`config.mk`:
```
export PLATFORM = sky130hd
export DESIGN_NAME = load_store_unit
export DESIGN_NICKNAME = d
export VERILOG_FILES = /design/src/rtl/load_store_unit.sv
export SDC_FILE = /design/constraint.sdc
export NUM_CORES = 1
export LEC_CHECK = 0
export ABC_AREA = 1
export BUFFER_PORTS_ARGS = -buffer_cell sky130_fd_sc_hd__clkbuf_2
export CORE_ASPECT_RATIO = 0.7
export CORE_MARGIN = 10
export CORE_UTILIZATION = 53
export DETAILED_ROUTE_END_ITERATION = 8
export PLACE_DENSITY = 0.95
export SLEW_MARGIN = 20
export SYNTH_ARGS = -nofsm -noshare
export SYNTH_HDL_FRONTEND = slang
export SYNTH_SLANG_ARGS = --single-unit
```
`constraint.sdc`:
```
create_clock -name clk -period 3.65 [get_ports clk]
set_input_delay 0.73 -clock clk [delete_from_list [all_inputs] [get_ports clk]]
set_output_delay 0.73 -clock clk [all_outputs]
set_load 0.02 [all_outputs]
```
`src/rtl/load_store_unit.sv`:
```
// Load/store unit: turns one execute-stage memory instruction into a single
// word-aligned request/grant/rvalid transaction, with lane steering and load extension.
module load_store_unit #(
  parameter int DATA_WIDTH = 32,
  parameter int FUNCTION3  = 3
) (
  input  logic                  clk,
  input  logic                  rst_n,
  input  logic                  Load,
  input  logic                  Store,
  input  logic [FUNCTION3-1:0]  fun3,
  input  logic [DATA_WIDTH-1:0] addr_i,
  input  logic [DATA_WIDTH-1:0] wdata_i,
  output logic                  mem_req_o,
  output logic                  mem_we_o,
  output logic [DATA_WIDTH-1:0] mem_addr_o,
  output logic [DATA_WIDTH-1:0] mem_wdata_o,
  output logic [3:0]            mem_wmask_o,
  input  logic                  mem_gnt_i,
  input  logic                  mem_rvalid_i,
  input  logic [DATA_WIDTH-1:0] mem_rdata_i,
  output logic [DATA_WIDTH-1:0] rdata_o,
  output logic                  stall_o,
  output logic                  done_o,
  output logic                  err_o,
  output logic [1:0]            dbg_state_o
);

  // Memory handshake: mem_req_o is raised only in REQ and the latched request
  // is held unchanged until a cycle with mem_gnt_i=1 accepts it; for a load the
  // single mem_rvalid_i pulse seen in WAIT carries the read word.
  localparam logic [1:0] S_IDLE = 2'd0;
  localparam logic [1:0] S_REQ  = 2'd1;
  localparam logic [1:0] S_WAIT = 2'd2;
  localparam logic [1:0] S_DONE = 2'd3;

  localparam logic [FUNCTION3-1:0] F_B  = FUNCTION3'(0);
  localparam logic [FUNCTION3-1:0] F_H  = FUNCTION3'(1);
  localparam logic [FUNCTION3-1:0] F_W  = FUNCTION3'(2);
  localparam logic [FUNCTION3-1:0] F_BU = FUNCTION3'(4);
  localparam logic [FUNCTION3-1:0] F_HU = FUNCTION3'(5);

  logic [1:0]            state_q, state_d;
  logic [DATA_WIDTH-1:0] addr_q, addr_d;
  logic [DATA_WIDTH-1:0] wdata_q, wdata_d;
  logic [FUNCTION3-1:0]  fun3_q, fun3_d;
  logic                  we_q, we_d;
  logic [DATA_WIDTH-1:0] rdata_q, rdata_d;
  logic                  err_q, err_d;

  logic is_b, is_h, is_w, is_bu, is_hu;
  logic fun_ok, misaligned, one_op, in_idle;
  logic req_ok, req_bad;

  // Request decode; unsigned sizes are load-only, so a store with BU/HU is illegal.
  always_comb begin
    is_b       = (fun3 == F_B);
    is_h       = (fun3 == F_H);
    is_w       = (fun3 == F_W);
    is_bu      = (fun3 == F_BU);
    is_hu      = (fun3 == F_HU);
    fun_ok     = is_b | is_h | is_w | (Load & (is_bu | is_hu));
    misaligned = ((is_h | is_hu) & addr_i[0]) | (is_w & (addr_i[1:0] != 2'b00));
    one_op     = Load ^ Store;
    in_idle    = (state_q == S_IDLE);
    req_ok     = in_idle & one_op & fun_ok & ~misaligned;
    req_bad    = in_idle & (Load | Store) & ~(one_op & fun_ok & ~misaligned);
  end

  always_comb begin
    state_d = state_q;
    case (state_q)
      S_IDLE: if (req_ok) state_d = S_REQ;
      S_REQ:  if (mem_gnt_i) state_d = we_q ? S_DONE : S_WAIT;
      S_WAIT: if (mem_rvalid_i) state_d = S_DONE;
      S_DONE: state_d = S_IDLE;
      default: state_d = S_IDLE;
    endcase
  end

  logic [7:0]            byte_sel;
  logic [15:0]           half_sel;
  logic [DATA_WIDTH-1:0] load_fmt;

  // Lane extraction uses the latched low address bits and size of the load.
  always_comb begin
    byte_sel = mem_rdata_i[{addr_q[1:0], 3'b000} +: 8];
    half_sel = mem_rdata_i[{addr_q[1], 4'b0000} +: 16];
    case (fun3_q)
      F_B:     load_fmt = {{(DATA_WIDTH-8){byte_sel[7]}}, byte_sel};
      F_BU:    load_fmt = {{(DATA_WIDTH-8){1'b0}}, byte_sel};
      F_H:     load_fmt = {{(DATA_WIDTH-16){half_sel[15]}}, half_sel};
      F_HU:    load_fmt = {{(DATA_WIDTH-16){1'b0}}, half_sel};
      default: load_fmt = mem_rdata_i;
    endcase
  end

  always_comb begin
    addr_d  = addr_q;
    wdata_d = wdata_q;
    fun3_d  = fun3_q;
    we_d    = we_q;
    rdata_d = rdata_q;
    err_d   = req_bad;
    if (req_ok) begin
      addr_d  = addr_i;
      wdata_d = wdata_i;
      fun3_d  = fun3;
      we_d    = Store;
    end
    if ((state_q == S_WAIT) && mem_rvalid_i) rdata_d = load_fmt;
  end

  always_ff @(posedge clk) begin
    if (!rst_n) begin
      state_q <= S_IDLE;
      addr_q  <= '0;
      wdata_q <= '0;
      fun3_q  <= '0;
      we_q    <= 1'b0;
      rdata_q <= '0;
      err_q   <= 1'b0;
    end else begin
      state_q <= state_d;
      addr_q  <= addr_d;
      wdata_q <= wdata_d;
      fun3_q  <= fun3_d;
      we_q    <= we_d;
      rdata_q <= rdata_d;
      err_q   <= err_d;
    end
  end

  logic [3:0]            store_mask;
  logic [DATA_WIDTH-1:0] store_data;

  // Store data is replicated so every lane the mask enables sees the right bytes.
  always_comb begin
    case (fun3_q)
      F_B: begin
        store_mask = 4'b0001 << addr_q[1:0];
        store_data = {(DATA_WIDTH/8){wdata_q[7:0]}};
      end
      F_H: begin
        store_mask = addr_q[1] ? 4'b1100 : 4'b0011;
        store_data = {(DATA_WIDTH/16){wdata_q[15:0]}};
      end
      default: begin
        store_mask = 4'b1111;
        store_data = wdata_q;
      end
    endcase
  end

  assign mem_req_o   = rst_n & (state_q == S_REQ);
  assign mem_we_o    = we_q;
  assign mem_addr_o  = {addr_q[DATA_WIDTH-1:2], 2'b00};
  assign mem_wdata_o = store_data;
  assign mem_wmask_o = we_q ? store_mask : 4'b0000;
  assign rdata_o     = rdata_q;
  assign stall_o     = rst_n & (req_ok | (state_q == S_REQ) | (state_q == S_WAIT));
  assign done_o      = rst_n & (state_q == S_DONE);
  assign err_o       = err_q;
  assign dbg_state_o = state_q;

endmodule

```
[Word level (Yosys, flattened, before mapping)]
Index checks and enable logic that the tools add are counted.
Operators by class
  equal/unequal tests: 13
  shift operators: 3
  muxes and demuxes: 10
  bitwise gates (word level): 25
  reductions and logical operators: 6
Operator list (number)
  $pmux W32 S4: 1
  $pmux W32 S2: 1
  $shiftx A32 B6 Y16: 1
  $shiftx A32 B6 Y8: 1
  $and A1 B1 Y1: 13
  $eq A3 B3 Y1 const B: 4
  $or A1 B1 Y1: 9
  $mux W4: 2
  $pmux W2 S4: 1
  $pmux W4 S2: 1
  $eq A3 B1 Y1 const B: 2
  $logic_not A3 Y1: 2
  $mux W2: 3
  $eq A2 B2 Y1 const B: 2
  $ne A2 B2 Y1 const B: 2
  $shl A1 B2 Y4 const A: 1
  $eq A3 B2 Y1 const B: 1
  $reduce_and A3 Y1: 1
  $eq A2 B1 Y1 const B: 1
  $logic_not A2 Y1: 1
  $ne A2 B1 Y1 const B: 1
  $not A1 Y1: 2
  $reduce_bool A2 Y1: 1
  $logic_and A1 B1 Y1: 1
  other kinds (2): 2
Word-level totals
  flip-flop bits (word level): 103
  input port bits: 105
  output and inout bits: 107
  word-level logic and storage cells: 64

[Logic depth before layout (Yosys ltp)]
  depth in word-level cells: 9
  mapped depth: 10
  mapped depth without buffers: 9

[Least setup slack after synthesis]
Ideal clock, no wire load.
  kind: input to output
  start point: input Load
  end point: output stall_o
  data arrival time: 1934 ps
  data required time: 2920 ps
  path slack: 986 ps
  stages: 6
  path buffers: 2
  cell sequence: inv_1 -> ha_1 -> nand3_2 -> buf_2 -> buf_4 -> a31oi_1
On the way
  word-level cells in the longest chain between the ends: 7
  elaborated cells on any way between the ends: 9
  those cells by class: bitwise (9)
RTL lines
  start, declared: RTL line 9  | input logic Load,
  $xor A1 B1 Y1 or $and A1 B1 Y1 (tied branches): RTL line 64, 62
  $and A1 B1 Y1 or $or A1 B1 Y1 (tied branches): RTL line 66, 62
  $and A1 B1 Y1 * (2 in a row): RTL line 66  | req_ok = in_idle & one_op & fun_ok & ~misaligned;
  $or A1 B1 Y1 * (2 in a row): RTL line 161  | assign stall_o = rst_n & (req_ok | (state_q == S_REQ) | (state_q == S_WAIT));
  $and A1 B1 Y1 *: RTL line 161
  end, declared: RTL line 23  | output logic stall_o,
Mark *: on every way between the ends. The rest lies on a longest branch, timed or not.

[Final worst setup path]
  start point: register fun3_q[1]
  end point: output mem_wdata_o[26]
On the way
  word-level cells in the longest chain between the ends: 2
  elaborated cells on any way between the ends: 3
  those cells by class: eq/ne (1); mux (1); reduce/logical (1)
RTL lines
  start, declared: RTL line 46  | logic [FUNCTION3-1:0] fun3_q, fun3_d;
  start signal, assigned: RTL line 127  | fun3_q <= fun3_d;
  $eq A3 B1 Y1 or $logic_not A3 Y1 (tied branches): RTL line 139  | case (fun3_q)
  $pmux W32 S2 *: RTL line 139
  end, declared: RTL line 17  | output logic [DATA_WIDTH-1:0] mem_wdata_o,
Marks and branches as above.

==> reports/qor.txt <==
CTS Buf Count -> 9
io pins -> 212
worst-margin pin slew -> 628 ps
DR iter-0 viols -> 466
Area growth syn-to-layout -> 19.2%
Vias -> 5578
buffer depth of the longest clock path -> 2
CP endpoint kind -> primary output
synthesized area -> 5380 sq um
GR Overflow Total -> 0
Initial Utilization -> 0.550
final worst path period share -> 0.797
die height -> 104 um
drt drc -> 0
Synth Register Bits -> 103
critical path startpoint category -> flop
commonest non-fill, non-tap cell in the layout -> clkbuf_2
commonest non-fill, non-tap cells in the layout -> clkbuf_2 (209), nand2_1 (170), nor2_1 (125), dfxtp_1 (103), a21oi_1 (79)
Core ar. -> 9800 sq um
CTS resizes -> 0
Final GP Congestion -> 0.924
yosys warns -> 0
Hold Crit Class -> flop to flop
Leak -> 3.22 nW
dpl hpwl -> 12900 um
Syn Area/Cell -> 6.90 sq um
largest net degree at the start of global routing -> 61
setup TNS -> 0 ps
Worst-Skew Late Latency -> 350 ps
antenna violation net count after detailed routing -> 0
Worst Path Required -> 2920 ps
Post-synth EDFFs -> 0
WP data arrival -> 2180 ps
Worst VDD drop -> 427 uV
DIE WIDTH -> 140 um
CTS Hold Buffers Added -> 0
Global Route Usage Sum -> 0.217
critical setup path kind -> flop to primary output
H-tree depth -> 3
n_diodes -> 0
Final min period -> 2910 ps
setup bufs post-CTS -> 0
Buffers on Ports -> 209
Fin Clk Skew -> 7.50 ps
number of global-route vias before repair -> 5095
# setup viols final -> 0
root buffer cell -> clkbuf_16
global-route wire length before repair -> 26600 um
max capacitance violation total -> 0
vias per std cell -> 5.31
drt first pass iters -> 5
CTS clk-pin slew, worst paths -> 70 ps
ys async rst share -> 0
Main synth FF type -> dfxtp_1
final WL -> 17200 um
layout cell share with drive strength beyond 1 -> 0.280
WL/cell -> 16.4 um
Pwr Total -> 3.87 mW
Core Rows -> 30
Power Dens Cells -> 602 nW/um^2
Fmax achieved -> 344 MHz
sequential share of the synthesized area -> 0.383
worst-path maximum fanout -> 27
outcome -> completed
Synth cell types -> 34
CTS tree -> yes
CTS Sinks -> 103
relative max-transition margin -> 0.581
Final Hold Viols -> 0
Syn Inst Count -> 780
RSZ-0062 raised after global routing -> false
initial antenna violation count -> 0
die area -> 14700 sq um
Slew Viols, Final -> 0
fin nets -> 1028
==> cell type report <==
class | instances | area (sq um)
fill | 813 | 3380
multi-input combinational | 521 | 2510
sequential | 103 | 2060
timing repair buffer | 219 | 1130
inverter | 64 | 245
clock buffer | 9 | 225
tap | 128 | 160
clock inverter | 7 | 77.6
==> critical path: stages (launching register included) <==
cell      delay [ps]
dfxtp_1          320
buf_4            310
clkinv_4         200
nand2_4          230
inv_1            280
o221ai_1         280
clkbuf_2         220
==> state kept, by name (all words and copies together), names as in the netlist <==
register	flops
err_o	1
rdata_o	32
addr_q	32
dbg_state_o	2
mem_we_o	1
fun3_q	3
wdata_q	32
==> cells in the mapped netlist, types with 2 or more instances <==
master    count  area share
clkbuf_1     28       0.020
o221ai_1      8       0.013
inv_1        60       0.042
inv_2         2      0.0014
dfxtp_1     103        0.38
buf_4        43       0.060
mux2i_1       6       0.011
a21oi_1      79       0.073
nor2_1      125       0.087
buf_2        14       0.013
ha_1          5       0.012
buf_1         3      0.0021
nor2_4        3      0.0063
nand3_2      12       0.022
nand2_1     170        0.12
nand3_1      18       0.017
nand4_1      39       0.045
a31oi_1       2      0.0023
o21ai_0      42       0.039
buf_6         4      0.0084
==> final timing paths <==
kind,to,slack (ps),from,cells past startpoint
min,addr_q[30],460,addr_q[30],2
min reg2reg,addr_q[30],460,addr_q[30],2
max,mem_wdata_o[26],740,fun3_q[1],6
max reg2reg,rdata_o[26],1360,dbg_state_o[0],10
==> report_power, final <==
part	switching [mW]	internal [mW]	total, mW	leakage, nW
logic	1.02	0.444	1.46	2.24
clock network	0.443	0.539	0.982	0.147
registers	0.117	1.31	1.42	0.839
==> through the flow <==
step                      hold slack [ps]  std cells  utilization  instance area (sq um)  setup slack [ps]
final                                 461       1051        0.655                   6420               740
after global routing                  476       1051        0.655                   6420               607
after CTS                             463       1051        0.655                   6420               738
after detailed placement              452       1035        0.624                   6110               831
after global placement                449       1035        0.624                   6110               857
after floorplan                       440        781            -                   5390               986
==> routing by layer <==
layer  up-vias  wire [um]  track usage
met5         -          0            0
met4         0        308       0.0625
met3        26       2300        0.105
met2       285       7590        0.332
met1      2510       6990        0.264
li1       2757          -            -
==> kinds of logic after synthesis <==
logic type,Yosys count,synth area share
and+or+nand+nor,374,0.310
buffers and inverters,157,0.152
AOI/OAI and AO/OA,134,0.131
DFF,103,0.383
muxes,6,0.0112
adders and majority gates,5,0.0116
other,1,0.000697
No activity file was read; power rests on OpenSTA's default activity.
